### config.mk
export PLATFORM = sky130hd
export DESIGN_NAME = spi_regbank_burst
export DESIGN_NICKNAME = d
export VERILOG_FILES = /design/src/rtl/spi_regbank_burst.sv
export SDC_FILE = /design/constraint.sdc
export NUM_CORES = 1
export LEC_CHECK = 0
export ABC_AREA = 1
export CAP_MARGIN = 10
export CORE_ASPECT_RATIO = 1.25
export CORE_MARGIN = 2
export CORE_UTILIZATION = 30
export DETAILED_ROUTE_END_ITERATION = 12
export DONT_BUFFER_PORTS = 1
export PLACE_DENSITY = 0.46
export SLEW_MARGIN = 10
export SYNTH_ARGS = -nofsm -noshare
export SYNTH_HDL_FRONTEND = slang
export SYNTH_SLANG_ARGS = --single-unit
### constraint.sdc
create_clock -name clk -period 13.95 [get_ports clk]
set_clock_uncertainty 0.2 [all_clocks]
set_input_delay 0 -clock clk [delete_from_list [all_inputs] [get_ports clk]]
set_output_delay 0 -clock clk [all_outputs]
set_load 0.01 [all_outputs]
### src/rtl/spi_regbank_burst.sv
// SPI slave register bank with burst (auto-increment) access.
//
// Purpose:
//   Synchronises the raw SPI pins and decodes frames of the form
//   {rw, addr} command byte followed by one or more REG_WIDTH-bit data words.
//   The address map holds NUM_CFG writable config registers followed by
//   NUM_STATUS read-only status registers; all other addresses read zero.
//   Supports all four SPI modes, latched per frame at CS fall.
//
// Ports:
//   clk, rst        system clock, asynchronous active-high reset
//   ena             when low, FSM and registers hold (synchronizers keep running)
//   spi_cs_n        raw chip select, active low
//   spi_clk         raw SPI clock
//   spi_mosi        raw MOSI
//   cpol, cpha      raw SPI mode select, latched at CS fall
//   spi_miso        MISO data
//   spi_miso_oe     high while the synchronised CS is asserted
//   config_regs     flattened config registers, reg 0 in the LSBs
//   status_regs     flattened status inputs, sampled at read load
//   cfg_wr_strobe   one-cycle pulse when a config write commits
//   cfg_wr_addr     index of the committed register, valid with the strobe
//   frame_err       one-cycle pulse when CS rises mid-byte or mid-word
module spi_regbank_burst #(
  parameter int unsigned          NUM_CFG    = 16,
  parameter int unsigned          NUM_STATUS = 8,
  parameter int unsigned          REG_WIDTH  = 8,
  parameter int unsigned          ADDR_W     = 7,
  parameter logic [REG_WIDTH-1:0] CFG_RESET  = '0
) (
  input  logic                            clk,
  input  logic                            rst,
  input  logic                            ena,
  input  logic                            spi_cs_n,
  input  logic                            spi_clk,
  input  logic                            spi_mosi,
  input  logic                            cpol,
  input  logic                            cpha,
  output logic                            spi_miso,
  output logic                            spi_miso_oe,
  output logic [NUM_CFG*REG_WIDTH-1:0]    config_regs,
  input  logic [NUM_STATUS*REG_WIDTH-1:0] status_regs,
  output logic                            cfg_wr_strobe,
  output logic [ADDR_W-1:0]               cfg_wr_addr,
  output logic                            frame_err
);

  localparam logic [5:0] LastDataBit = 6'(REG_WIDTH - 1);
  localparam logic [5:0] LastCmdBit  = 6'd7;

  typedef enum logic [1:0] {StIdle, StCmd, StData} state_e;

  // ---------------------------------------------------------------------------
  // Input synchronizers and edge detection
  // ---------------------------------------------------------------------------
  logic [1:0] cs_sync, sclk_sync, mosi_sync, cpol_sync, cpha_sync;
  logic       cs_prev, sclk_prev;

  always_ff @(posedge clk or posedge rst) begin
    if (rst) begin
      cs_sync   <= 2'b11;
      sclk_sync <= 2'b00;
      mosi_sync <= 2'b00;
      cpol_sync <= 2'b00;
      cpha_sync <= 2'b00;
      cs_prev   <= 1'b1;
      sclk_prev <= 1'b0;
    end else begin
      cs_sync   <= {cs_sync[0], spi_cs_n};
      sclk_sync <= {sclk_sync[0], spi_clk};
      mosi_sync <= {mosi_sync[0], spi_mosi};
      cpol_sync <= {cpol_sync[0], cpol};
      cpha_sync <= {cpha_sync[0], cpha};
      cs_prev   <= cs_sync[1];
      sclk_prev <= sclk_sync[1];
    end
  end

  logic cs_s, sclk_s, mosi_s;
  logic cs_fall, cs_rise, sclk_rise, sclk_fall;

  assign cs_s      = cs_sync[1];
  assign sclk_s    = sclk_sync[1];
  assign mosi_s    = mosi_sync[1];
  assign cs_fall   = ~cs_s & cs_prev;
  assign cs_rise   = cs_s & ~cs_prev;
  assign sclk_rise = sclk_s & ~sclk_prev;
  assign sclk_fall = ~sclk_s & sclk_prev;

  // ---------------------------------------------------------------------------
  // Frame state
  // ---------------------------------------------------------------------------
  state_e                 state_q;
  logic [5:0]             bit_cnt_q;
  logic [6:0]             cmd_sr_q;
  logic [REG_WIDTH-2:0]   data_sr_q;
  logic                   rw_q;
  logic [ADDR_W-1:0]      addr_q;
  logic                   cpol_q, cpha_q;
  logic [REG_WIDTH-1:0]   tx_sr_q;
  logic                   skip_q;
  logic                   miso_q, oe_q;
  logic                   strobe_q, frame_err_q;
  logic [ADDR_W-1:0]      wr_addr_q;
  logic [REG_WIDTH-1:0]   cfg_q [NUM_CFG];

  // Edge roles for the mode latched at CS fall.
  logic lead_e, trail_e, sample_e, shift_e;
  assign lead_e   = cpol_q ? sclk_fall : sclk_rise;
  assign trail_e  = cpol_q ? sclk_rise : sclk_fall;
  assign sample_e = cpha_q ? trail_e : lead_e;
  assign shift_e  = cpha_q ? lead_e : trail_e;

  logic [7:0]           cmd_byte;
  logic [ADDR_W-1:0]    cmd_addr, addr_inc, rd_addr;
  logic [REG_WIDTH-1:0] data_word, rd_word, ld_word;
  logic                 ld_rw, cmd_last, data_last;

  assign cmd_byte  = {cmd_sr_q, mosi_s};
  assign cmd_addr  = cmd_byte[ADDR_W-1:0];
  assign addr_inc  = addr_q + 1'b1;
  assign data_word = {data_sr_q, mosi_s};
  assign cmd_last  = (bit_cnt_q == LastCmdBit);
  assign data_last = (bit_cnt_q == LastDataBit);

  // The read load happens either at the end of the command byte (addressed by
  // the command itself) or at the end of a data word (next burst address).
  assign rd_addr = (state_q == StCmd) ? cmd_addr : addr_inc;
  assign ld_rw   = (state_q == StCmd) ? cmd_byte[7] : rw_q;

  always_comb begin
    rd_word = '0;
    for (int i = 0; i < int'(NUM_CFG); i++) begin
      if (rd_addr == ADDR_W'(i)) rd_word = cfg_q[i];
    end
    for (int j = 0; j < int'(NUM_STATUS); j++) begin
      if (rd_addr == ADDR_W'(int'(NUM_CFG) + j)) begin
        rd_word = status_regs[j*REG_WIDTH +: REG_WIDTH];
      end
    end
  end

  // Write frames return zeros on MISO.
  assign ld_word = ld_rw ? '0 : rd_word;

  always_ff @(posedge clk or posedge rst) begin
    if (rst) begin
      state_q     <= StIdle;
      bit_cnt_q   <= '0;
      cmd_sr_q    <= '0;
      data_sr_q   <= '0;
      rw_q        <= 1'b0;
      addr_q      <= '0;
      cpol_q      <= 1'b0;
      cpha_q      <= 1'b0;
      tx_sr_q     <= '0;
      skip_q      <= 1'b0;
      miso_q      <= 1'b0;
      oe_q        <= 1'b0;
      strobe_q    <= 1'b0;
      frame_err_q <= 1'b0;
      wr_addr_q   <= '0;
      for (int i = 0; i < int'(NUM_CFG); i++) cfg_q[i] <= CFG_RESET;
    end else begin
      strobe_q    <= 1'b0;
      frame_err_q <= 1'b0;
      oe_q        <= ~cs_s;
      if (ena) begin
        unique case (state_q)
          StIdle: begin
            if (cs_fall) begin
              state_q   <= StCmd;
              bit_cnt_q <= '0;
              cpol_q    <= cpol_sync[1];
              cpha_q    <= cpha_sync[1];
              tx_sr_q   <= '0;
              skip_q    <= 1'b0;
              miso_q    <= 1'b0;
            end
          end

          StCmd, StData: begin
            if (sample_e) begin
              if (state_q == StCmd) begin
                cmd_sr_q <= cmd_byte[6:0];
              end else begin
                data_sr_q <= data_word[REG_WIDTH-2:0];
              end
              if ((state_q == StCmd) ? cmd_last : data_last) begin
                bit_cnt_q <= '0;
                if (state_q == StCmd) begin
                  state_q <= StData;
                  rw_q    <= cmd_byte[7];
                  addr_q  <= cmd_addr;
                end else begin
                  addr_q <= addr_inc;
                  if (rw_q) begin
                    // Status and unmapped addresses never match and are dropped.
                    for (int i = 0; i < int'(NUM_CFG); i++) begin
                      if (addr_q == ADDR_W'(i)) begin
                        cfg_q[i]  <= data_word;
                        strobe_q  <= 1'b1;
                        wr_addr_q <= addr_q;
                      end
                    end
                  end
                end
                // cpha=0 puts the MSB out at once and must skip the shift edge
                // that trails the sample edge which caused the load.
                if (cpha_q) begin
                  tx_sr_q <= ld_word;
                end else begin
                  tx_sr_q <= {ld_word[REG_WIDTH-2:0], 1'b0};
                  miso_q  <= ld_word[REG_WIDTH-1];
                end
                skip_q <= ~cpha_q;
              end else begin
                bit_cnt_q <= bit_cnt_q + 6'd1;
              end
            end else if (shift_e) begin
              if (skip_q) begin
                skip_q <= 1'b0;
              end else begin
                miso_q  <= tx_sr_q[REG_WIDTH-1];
                tx_sr_q <= {tx_sr_q[REG_WIDTH-2:0], 1'b0};
              end
            end

            if (cs_rise) begin
              state_q <= StIdle;
              miso_q  <= 1'b0;
              skip_q  <= 1'b0;
              // A bit sampled in the same cycle counts toward the byte/word.
              if (sample_e) begin
                frame_err_q <= (state_q == StCmd) ? ~cmd_last : ~data_last;
              end else begin
                frame_err_q <= (bit_cnt_q != 6'd0);
              end
            end
          end

          default: state_q <= StIdle;
        endcase
      end
    end
  end

  for (genvar g = 0; g < int'(NUM_CFG); g++) begin : g_cfg_out
    assign config_regs[g*REG_WIDTH +: REG_WIDTH] = cfg_q[g];
  end

  assign spi_miso      = miso_q;
  assign spi_miso_oe   = oe_q;
  assign cfg_wr_strobe = strobe_q;
  assign cfg_wr_addr   = wr_addr_q;
  assign frame_err     = frame_err_q;

endmodule

## Word-level counts from Yosys, hierarchy flattened

Index checks and enable logic that the tools add are counted.
W data, S select, Z words.

- Bits in writable memories: 0
- Bits in latches: 0
- Memories: 0
- Flip-flop bits (word level): 192
- Input port bits: 72
- Bits in read-only memories: 0
- Logic and storage cells: 240

- Reductions and logical operators: 33
- $add $sub $neg: 2
- Multiplexer cells: 103
- Magnitude comparators: 0
- Equal/unequal tests: 53
- Bitwise operators: 11
- Shifts and indexed selects: 0
- Divide/modulo/power cells: 0
- $mul: 0

Operators with widths:

| operator | number |
|---|---|
| $mux W8 | 31 |
| $reduce_and A7 Y1 | 18 |
| $mux W7 | 17 |
| $eq A7 B4 Y1 const B | 16 |
| $eq A7 B3 Y1 const B | 8 |
| $eq A7 B5 Y1 const B | 8 |
| $mux W1 | 42 |
| $eq A7 B2 Y1 const B | 4 |
| $mux W6 | 3 |
| $ne A3 B3 Y1 const B | 6 |
| $ne A4 B4 Y1 const B | 4 |
| $pmux W8 S2 | 1 |
| $reduce_and A4 Y1 | 4 |
| $reduce_bool A16 Y1 | 1 |
| $eq A7 B1 Y1 const B | 2 |
| $logic_not A7 Y1 | 2 |
| $pmux W6 S2 | 1 |
| $mux W2 | 5 |
| $reduce_and A5 Y1 | 2 |
| $add A7 B1 Y7 const B | 1 |
| $not A1 Y1 | 7 |
| $add A6 B1 Y6 const B | 1 |
| $eq A6 B3 Y1 const B | 1 |
| $reduce_and A6 Y1 | 1 |
| 11 further kinds | 16 |

## Longest topological paths before layout

- Word-level depth: 33
- Mapped depth: 28
- Depth with buffers taken out: 28

## Least setup slack after synthesis

Ideal clock, no wire load.

- Path type: register to register
- From: register addr_q[0]
- To: register tx_sr_q[7]
- Path buffers: 1
- Required time: 13.627 ns
- Arrival: 2.623 ns
- Setup slack: 11.004 ns
- Cell stages (with the launch flop): 22
- Cells stage by stage: dfrtp_1 inv_1 ha_1 inv_1 o21ai_4 nand2_2 nor2_4 nand3_2 buf_6 or2_0 nand2_1 nand4_1 nor3_2 nand4_1 nor2_1 nand4_1 nor2_1 nand4_1 nand2_1 nand2_1 nand3_1 a21oi_1

- Longest elaborated chain between the ends: 32
- Elaborated cells between the ends (all ways): 55
- Classes of those cells: add/sub: 1; eq/ne: 23; mux: 30; reduce/logical: 1

Ends and longest elaborated chain:

| item | line | source |
|---|---|---|
| from (decl) | 98 | `logic [ADDR_W-1:0] addr_q;` |
| from (signal assigned) | 194 | `addr_q <= cmd_addr;` |
| from (signal assigned) | 196 | `addr_q <= addr_inc;` |
| $add A7 B1 Y7 (*) | 121 | `assign addr_inc = addr_q + 1'b1;` |
| $mux W7 (*) | 128 | `assign rd_addr = (state_q == StCmd) ? cmd_addr : addr_inc;` |
| $logic_not A7 Y1 | 134 | `if (rd_addr == ADDR_W'(i)) rd_word = cfg_q[i];` |
| $mux W8 (16 in a row) | 134 |  |
| $mux W8 (7 in a row) | 137 | `if (rd_addr == ADDR_W'(int'(NUM_CFG) + j)) begin` |
| $mux W8 (*) | 137 |  |
| $mux W8 (*) | 144 | `assign ld_word = ld_rw ? '0 : rd_word;` |
| $mux W8 (*) | 210 | `if (cpha_q) begin` |
| $mux W8 (*) | 189 | `if ((state_q == StCmd) ? cmd_last : data_last) begin` |
| $mux W8 (*) | 183 | `if (sample_e) begin` |
| $pmux W8 S2 (*) | 169 | `unique case (state_q)` |
| to (signal assigned) | 211 | `tx_sr_q <= ld_word;` |
| to (signal assigned) | 213 | `tx_sr_q <= {ld_word[REG_WIDTH-2:0], 1'b0};` |
| to (signal assigned) | 225 | `tx_sr_q <= {tx_sr_q[REG_WIDTH-2:0], 1'b0};` |
| to (decl) | 100 | `logic [REG_WIDTH-1:0] tx_sr_q;` |

Every way passes the cells marked *; elsewhere a longest branch is shown, timed or not. The select of a mux whose other input is x is not followed.
A chain may end at the register's enable or synchronous reset.

## Worst setup path in the final report

- From: register addr_q[0]
- To: register tx_sr_q[4]

The elaborated chain is that of the path after synthesis.

==> summary.md <==
| Metric | Value |
|---|---|
| Pwr/cell area | 143.5 nW/um^2 |
| First-pass DRT Iterations | 5 |
| First-pass GRT wire length | 53.18 mm |
| Post-CTS setup buffers | 0 |
| Post-synthesis cell type count | 48 |
| Initial antenna violation count | 1 |
| Peak VDD IR | 89.23 uV |
| GR Overflow Total | 0 |
| R2R Path Start | addr_q[0]$_DFFE_PP0P_ |
| DRT antenna net count | 0 |
| Number of synthesized flops with an enable pin | 0 |
| Leak pwr | 4.990 nW |
| Register area share after synthesis | 0.4882 |
| Gate Count Post-Synth | 1279 |
| Relative slew slack | 0.2702 |
| Synth top cells by count | nand2_1, dfrtp_1, o21ai_0 |
| Syn. warnings | 0 |
| Chip Height | 206.6 um |
| CP Capture Type | register |
| Core ar. | 32500 um^2 |
| Launching element type of the critical path | register |
| Worst-margin pin slew | 1089 ps |
| Biggest cell delay along the critical path | 690 ps |
| Vias per cell | 4.970 |
| Post-CTS Hold Buffers | 35 |
| Async SR Flop Fraction | 1.000 |
| Worst-Skew Late Latency | 460 ps |
| Finish-stage setup viols | 0 |
| Die Area | 34300 um^2 |
| Cts repair resizes | 0 |
| Clock buffer depth | 2 |
| Critical Path Start | addr_q[0]$_DFFE_PP0P_ |
| Critical path's most frequent cell | nand2_1 |
| Cell Chain, Critical Path | ha_1, nand2_1, nor2_2, nand2_1, nand2_1, nand3_1, nand2_2, nand2_1, nor2_2, inv_1, nor2_1, inv_1, or2_2, nand2_1, nand3_1, dlygate4sd3_1, nand3_1, dlygate4sd3_1, nand2_1, nand2_1, dlygate4sd3_1, a21oi_1 |
| Share of layout cells above drive strength 1 | 0.07444 |
| Largest net degree at the start of global routing | 124 |
| RSZ-0062 raised after global routing | false |
| Top post-synthesis cells by area | dfrtp_1, nand2_1, o21ai_0 |
| Root buf cell | clkbuf_16 |
| Critical-path top delay cell | nor2_1 |
| Top cell type's share of synthesized area | 0.4802 |
| Starting Density | 0.3030 |
| Total power | 0.001599 W |
| Detailed placement HPWL | 26.53 mm |
| Setup ws final | 7911 ps |
| Max Cap Viol | 0 |
| Total GRT Usage | 0.2059 |
| Fin nets | 1371 |
| Dominant cell type by area after synthesis | dfrtp_1 |
| Run status | complete, no violations |
| WP data required | 14090 ps |
| Routed WL | 35.56 mm |
| Avg Synthesized Cell Area | 7.700 um^2 |
| Max-slew violation count | 0 |
| Setup TNS | 0 ps |
| CTS tree | built |
| Worst hold path class | in -> async |
| Rows | 74 |
| Vias in the first global route | 8152 |
| Fin crit share | 0.4329 |
| WHS | 10.35 ps |
| Main synth FF type | dfrtp_1 |
| H-tree levels | 4 |
| DRC violations left | 0 |
| Syn Nets | 1360 |
| Post-synthesis cell area | 9848 um^2 |
| Pre-CTS WS | 9545 ps |
| Cell with the most instances after synthesis | nand2_1 |
| Fmax | 0.1656 GHz |
| Die width | 166.1 um |
| Max FO, Critical Path | 27 |
| CTS Buf Count | 17 |
| Clock-pin slew on the worst setup and hold paths | 80 ps |
| # IOs | 211 |
| Clock sinks | 192 |
| Post-synthesis register bit count | 192 |
| Crit path time final | 6039 ps |
| Crit Path Category | reg -> reg |
| R2R setup slack | 7910 ps |
| Initial DRC count | 578 |
| IO Port Bufs | 0 |
| Area grow syn2layout | 13.19% |
| Crit path DAT | 6180 ps |
| Vias | 8558 |
| DR WL/cell | 20.65 um |
| GPL Wtd Cong | 0.8892 |
| Hold Fails Final Rpt | 0 |
## worst max-delay path, delay by kind of cell (launching register included)
family          cells  cell delay (ps)
flops               1              490
buf+inv             5             2010
compound gates      1               60
simple gates       15             2920
fa+ha+maj           1              240
## cell type report
class	count	area (um^2)
timing repair buffer	36	357.8
antenna	1	2.502
sequential	192	4808
tap	418	523.0
inverter	141	539.3
fill	3422	21350
multi-input combinational	902	4315
clock inverter	14	161.4
clock buffer	18	439.2
## routing by layer
metal	share of wire	track usage
met1	0.41	0.2509
met2	0.49	0.3520
met3	0.063	0.05033
met4	0.033	0.08292
met5	0	0
## final timing paths
| kind | end | depth (start not counted) |
|---|---|---|
| worst max-delay path | tx_sr_q[4]$_DFFE_PP0P_ | 22 |
| worst min-delay path | cfg_wr_addr[5]$_DFFE_PP0P_ | 2 |
| worst max register to register | tx_sr_q[4]$_DFFE_PP0P_ | 22 |
| worst min register to register | cpol_sync[1]$_DFF_PP0_ | 0 |
| max in group asynchronous | config_regs[93]$_DFFE_PP0P_ | 3 |
| min in group clk | cpol_sync[1]$_DFF_PP0_ | 0 |
## flip-flops by register name (all words and copies together), names as in the netlist, 6 cells and up
register and count:
addr_q 7, tx_sr_q 8, bit_cnt_q 6, config_regs 128, cfg_wr_addr 7, cmd_sr_q 7, data_sr_q 7
## placed cells by master (no fill, tap or decap), drive strengths merged, types with 3 or more instances in the layout
master / n
a21oi: 25
clkbuf: 18
clkinv: 6
dfrtp: 189
dfstp: 3
dlygate4sd3: 35
ha: 9
inv: 148
nand2: 408
nand3: 63
nand4: 61
nor2: 111
nor3: 10
nor4: 7
o21ai: 170
o21bai: 3
or2: 22
## logic make-up (layout without fill, tap and decap cells)
kind of cell / Yosys count / count (layout) / share of synthesized area
and+or+nand+nor: 686 / 686 / 0.3150
AOI/OAI and AO/OA: 205 / 205 / 0.1098
DFF: 192 / 192 / 0.4882
buffers and inverters: 185 / 209 / 0.07356
adders and majority gates: 9 / 9 / 0.01143
xor gates and xnor gates: 1 / 1 / 0.0008895
muxes: 1 / 1 / 0.001143
other: 0 / 1 / 0
## report_power, final
part           total, W  switching, W  internal, W
combinational  0.000458      0.000344     0.000114
sequential     0.000635     0.0000329     0.000603
clock          0.000506      0.000259     0.000247
total           0.00160      0.000636     0.000963
## stage by stage
stage	util	instance area, um^2	std cells
global route	0.3429	11140	1721
detailed placement	0.3137	10190	1654
global placement	0.3137	10190	1654
finish	0.3430	11150	1722
CTS	0.3429	11140	1721
floorplan	-	9848	1279
(Power assumes the default switching activity.)
